## config.mk

```make
export PLATFORM = sky130hd
export DESIGN_NAME = timer_bank
export DESIGN_NICKNAME = d
export VERILOG_FILES = /design/src/rtl/timer_bank.sv
export SDC_FILE = /design/constraint.sdc
export NUM_CORES = 1
export LEC_CHECK = 0
export BUFFER_PORTS_ARGS = -buffer_cell sky130_fd_sc_hd__buf_4
export CAP_MARGIN = 0
export CORE_MARGIN = 2
export CORE_UTILIZATION = 45
export DETAILED_ROUTE_END_ITERATION = 8
export GPL_TIMING_DRIVEN = 0
export PLACE_DENSITY_LB_ADDON = 0.2
export SLEW_MARGIN = 20
export SYNTH_ARGS = -nofsm -noshare
export SYNTH_HDL_FRONTEND = slang
export SYNTH_SLANG_ARGS = --single-unit
```

## constraint.sdc

```tcl
create_clock -name clk -period 12.5 [get_ports clk]
set_clock_uncertainty 0.15 [all_clocks]
set_input_delay 1.25 -clock clk [delete_from_list [all_inputs] [get_ports clk]]
set_output_delay 1.25 -clock clk [all_outputs]
set_load 0.01 [all_outputs]
```

## src/rtl/timer_bank.sv

```systemverilog
// Bank of N_CH independent down-counting timers behind a word-addressed register file.
// Each channel has a prescaler, a one-shot/auto-reload FSM, a sticky flag and an interrupt mask.
module timer_bank #(
  parameter int N_CH  = 2,
  parameter int CNT_W = 32
) (
  input  logic              clk,
  input  logic              reset,
  input  logic [4:0]        addr,
  input  logic              we,
  input  logic [31:0]       wdata,
  output logic [31:0]       rdata,
  output logic [N_CH-1:0]   irq
);

  localparam logic [1:0] ST_IDLE = 2'd0;
  localparam logic [1:0] ST_LOAD = 2'd1;
  localparam logic [1:0] ST_CNT  = 2'd2;
  localparam logic [1:0] ST_DONE = 2'd3;

  localparam logic [1:0] REG_CTRL   = 2'd0;
  localparam logic [1:0] REG_PRESET = 2'd1;
  localparam logic [1:0] REG_COUNT  = 2'd2;
  localparam logic [1:0] REG_STATUS = 2'd3;

  localparam logic [1:0] MODE_RELOAD = 2'b01;

  logic [7:0]       ctrl_q   [N_CH];
  logic [7:0]       ctrl_d   [N_CH];
  logic [CNT_W-1:0] preset_q [N_CH];
  logic [CNT_W-1:0] preset_d [N_CH];
  logic [CNT_W-1:0] count_q  [N_CH];
  logic [CNT_W-1:0] count_d  [N_CH];
  logic [15:0]      ps_cnt_q [N_CH];
  logic [15:0]      ps_cnt_d [N_CH];
  logic [1:0]       state_q  [N_CH];
  logic [1:0]       state_d  [N_CH];
  logic [N_CH-1:0]  flag_q;
  logic [N_CH-1:0]  flag_d;

  logic [N_CH-1:0]  wr_ctrl;
  logic [N_CH-1:0]  wr_preset;
  logic [N_CH-1:0]  wr_status;
  logic [N_CH-1:0]  tick;
  logic [15:0]      ps_mask  [N_CH];

  logic [3:0] ch_sel;
  logic [1:0] reg_sel;

  assign ch_sel  = {1'b0, addr[4:2]};
  assign reg_sel = addr[1:0];

  // Address decode; channels at or beyond N_CH never match, so their writes vanish.
  always_comb begin
    wr_ctrl   = '0;
    wr_preset = '0;
    wr_status = '0;
    tick      = '0;
    for (int i = 0; i < N_CH; i++) begin
      ps_mask[i]   = (16'd1 << ctrl_q[i][7:4]) - 16'd1;
      tick[i]      = (ps_cnt_q[i] >= ps_mask[i]);
      wr_ctrl[i]   = we && (ch_sel == 4'(i)) && (reg_sel == REG_CTRL);
      wr_preset[i] = we && (ch_sel == 4'(i)) && (reg_sel == REG_PRESET);
      wr_status[i] = we && (ch_sel == 4'(i)) && (reg_sel == REG_STATUS);
    end
  end

  always_comb begin
    flag_d = flag_q;
    for (int i = 0; i < N_CH; i++) begin
      ctrl_d[i]   = wr_ctrl[i] ? wdata[7:0] : ctrl_q[i];
      preset_d[i] = wr_preset[i] ? wdata[CNT_W-1:0] : preset_q[i];
      count_d[i]  = count_q[i];
      ps_cnt_d[i] = ps_cnt_q[i];
      state_d[i]  = state_q[i];
      if (wr_status[i] && wdata[0]) begin
        flag_d[i] = 1'b0;
      end

      // EN decisions use the post-write value so a software disable acts on its own edge.
      case (state_q[i])
        ST_IDLE: begin
          if (ctrl_d[i][0]) begin
            state_d[i] = ST_LOAD;
          end
        end
        ST_LOAD: begin
          count_d[i]  = preset_q[i];
          ps_cnt_d[i] = '0;
          state_d[i]  = ST_CNT;
        end
        ST_CNT: begin
          if (!ctrl_d[i][0]) begin
            state_d[i] = ST_IDLE;
          end else begin
            ps_cnt_d[i] = tick[i] ? 16'd0 : ps_cnt_q[i] + 16'd1;
            if (tick[i]) begin
              if (count_q[i] <= CNT_W'(1)) begin
                count_d[i] = '0;
                flag_d[i]  = 1'b1;
                state_d[i] = ST_DONE;
              end else begin
                count_d[i] = count_q[i] - CNT_W'(1);
              end
            end
          end
        end
        default: begin
          if ((ctrl_q[i][2:1] == MODE_RELOAD) && ctrl_d[i][0]) begin
            state_d[i] = ST_LOAD;
          end else begin
            state_d[i]   = ST_IDLE;
            ctrl_d[i][0] = 1'b0;
          end
        end
      endcase
    end
  end

  always_comb begin
    rdata = '0;
    irq   = '0;
    for (int i = 0; i < N_CH; i++) begin
      irq[i] = flag_q[i] & ctrl_q[i][3];
      if (ch_sel == 4'(i)) begin
        case (reg_sel)
          REG_CTRL:   rdata = {24'd0, ctrl_q[i]};
          REG_PRESET: rdata = 32'(preset_q[i]);
          REG_COUNT:  rdata = 32'(count_q[i]);
          default:    rdata = {31'd0, flag_q[i]};
        endcase
      end
    end
  end

  always_ff @(posedge clk or negedge reset) begin
    if (!reset) begin
      flag_q <= '0;
      for (int i = 0; i < N_CH; i++) begin
        ctrl_q[i]   <= '0;
        preset_q[i] <= '0;
        count_q[i]  <= '0;
        ps_cnt_q[i] <= '0;
        state_q[i]  <= ST_IDLE;
      end
    end else begin
      flag_q <= flag_d;
      for (int i = 0; i < N_CH; i++) begin
        ctrl_q[i]   <= ctrl_d[i];
        preset_q[i] <= preset_d[i];
        count_q[i]  <= count_d[i];
        ps_cnt_q[i] <= ps_cnt_d[i];
        state_q[i]  <= state_d[i];
      end
    end
  end

endmodule

```

==> reports/qor.yml <==
route:
  finalWirelength_mm: 37.2
  postRouteAntennaNets: 0
  drc_errors: 0
  wl_per_cell_um: 22.1
  dr.pass1.iters: 6
  vias_per_cell: 6.29
  vias: 10600
  drt_iter0_markers: 991
global_routing:
  grt_pass1_wl_mm: 58.6
  grt_pass1_vias: 10100
  gr-total-overflow: 0
  grt_max_degree: 94
  antenna_found_initial: 0
  track_usage_pct: 28.1
worst_setup_path:
  crit_path_end_kind: "output port"
  crit_slowest_cell: "clkbuf_1"
  cp.arrival_ns: 3.72
  worstSetupPathType: "in2out"
  critPathMaxStageDelay_ns: 0.46
  cp_max_fo: 10
  path_cells: "buf_4 -> buf_2 -> nor2b_1 -> clkbuf_1 -> clkbuf_1 -> a22oi_1 -> o22ai_1 -> buf_4"
  crit_required_ns: 11.10
  start_kind: "primary input"
power:
  power.density_nw_per_um2: 199
  power.leakage_nw: 5.48
  p_total_mw: 2.62
  vdd_drop_max_uv: 98.6
logic_synthesis:
  synth-edff-count: 0
  ys_async_sr_fraction_pct: 100
  yosys_warnings: 0
  syn-cell-area_um2: 11600
  ys_seq_area_share_pct: 39.2
  ys_ff_latch: 182
  synth-main-ff-cell: "dfrtp_1"
  syn_inst: 1242
  synthDistinctLibCells: 69
  syn_avg_cell_area_um2: 9.35
timing:
  drv_slew: 0
  fin_hold_ws_ns: 0.373
  fin_setup_tns_ns: 0
  tightest_slew_ns: 1.07
  finalHoldViolCount: 0
  period_needed_ns: 5.12
  max_freq_ghz: 0.196
  setup_slack_ns: 7.38
  relSlewSlack_pct: 28.1
  post-route-period-util_pct: 40.9
  setup_viol_count_final: 0
  rsz0062_at_grt: "no"
finish:
  final_cell_mix: "dfrtp_1 (182), nand2_1 (105), mux2_2 (81)"
  num-nets-final: 1416
  area_growth_pct: 13.3
  fin_cells: 1678
  diodes: 0
  drive_above_1_share_pct: 16.8
  final_cell_area_um2: 13100
  utilization_pct: 52.1
  layout_commonest_cell: "dfrtp_1"
cts:
  cts.sinks: 182
  htree_levels: 4
  clk_pin_slew_ns: 0.07
  cts-root-buf: "clkbuf_16"
  clock_latency_ns: 0.44
  clock_path_buffers: 2
  cts_tree: "yes"
  numCtsBuffers: 17
  cts-resized-gates: 0
  hold_buffers: 0
  post_cts_buffers: 0
die:
  initial_core_util_pct: 46.0
  die_area_um2: 27100
  io_pins: 74
  die_w_um: 165
  rows: 58
  die-height_um: 165
  core-area_um2: 25300
run_status:
  status: "finished, final reports clean"
placement:
  gp_congestion: 0.930
  dp_slack_ns: 7.45
  dpl.hpwl_mm: 28.1
  placed_area_um2: 12600
  dpl.cell_count: 1647
  io_buffers: 73
hold_path:
  hold_path.class: "reg2reg"
flow_run:
  cap_violations: 0
routing by layer:
metal	wire (um)	up-vias	global-route usage, %	part of all wire [%]
li1	-	4911	-	-
met1	16900	5175	40.6	45
met2	16900	398	43.2	45
met3	2480	69	4.24	6.7
met4	928	0	9.45	2.5
met5	0	-	0	0
layout make-up:
type | count | area [um^2]
fill | 2405 | 12100
multi-input combinational | 940 | 6560
sequential | 182 | 4550
timing repair buffer | 74 | 583
clock buffer | 19 | 443
buffer | 103 | 430
tap | 330 | 413
clock inverter | 12 | 96.3
inverter | 18 | 67.6
Yosys cell counts (14+ instances only):
library cell,count,area (um^2)
a22o_1,39,342
o211ai_1,31,233
nor2_1,73,274
o21ai_0,50,250
o31ai_1,27,203
o2bb2ai_1,20,175
a22oi_1,52,390
clkbuf_1,73,274
dfrtp_1,182,4550
inv_1,17,63.8
mux2_2,81,912
ha_1,40,500
o22ai_1,33,206
mux2i_1,15,150
a21oi_1,56,280
nand2_1,105,394
xor2_1,17,149
buf_2,14,70.1
or3_1,15,93.8
nand3_1,62,310
nor3_1,34,170
where the power goes:
| part | leakage (nW) | switching (mW) | internal [mW] | total [mW] |
|---|---|---|---|---|
| clock | 0.259 | 0.247 | 0.263 | 0.510 |
| sequential | 2.39 | 0.175 | 0.728 | 0.903 |
| combinational | 2.83 | 0.763 | 0.445 | 1.21 |
critical path, delay by kind of cell:
family	cells	cell delay (ns)
compound gates	2	0.57
buf+inv	5	1.44
simple gates	1	0.44
flip-flops by register name, indices dropped and copies added (netlist names):
register / cells
state_q: 4
flag_q: 2
ps_cnt_q: 32
preset_q: 64
ctrl_q: 16
count_q: 64
final timing paths:
kind | from | end | slack, ns | cells after the start
min in group asynchronous | reset | ps_cnt_q[24] | 0.63 | 1
worst min register to register | count_q[47] | count_q[47] | 0.37 | 1
worst max-delay path | addr[0] | rdata[17] | 7.38 | 8
max in group asynchronous | reset | count_q[26] | 10.59 | 2
worst max register to register | ctrl_q[14] | count_q[32] | 7.49 | 17
worst min-delay path | count_q[47] | count_q[47] | 0.37 | 1
kinds of logic after synthesis:
logic type	share of synthesized area, %
flip-flops	39.2
other	0.0323
adder cells (fa/ha/maj)	4.31
buffers and inverters	4.29
XOR/XNOR	1.81
AND/OR/NAND/NOR	18.2
AO/OA/AOI/OAI	22.6
multiplexers	9.54
No activity file was read; power rests on OpenSTA's default activity.
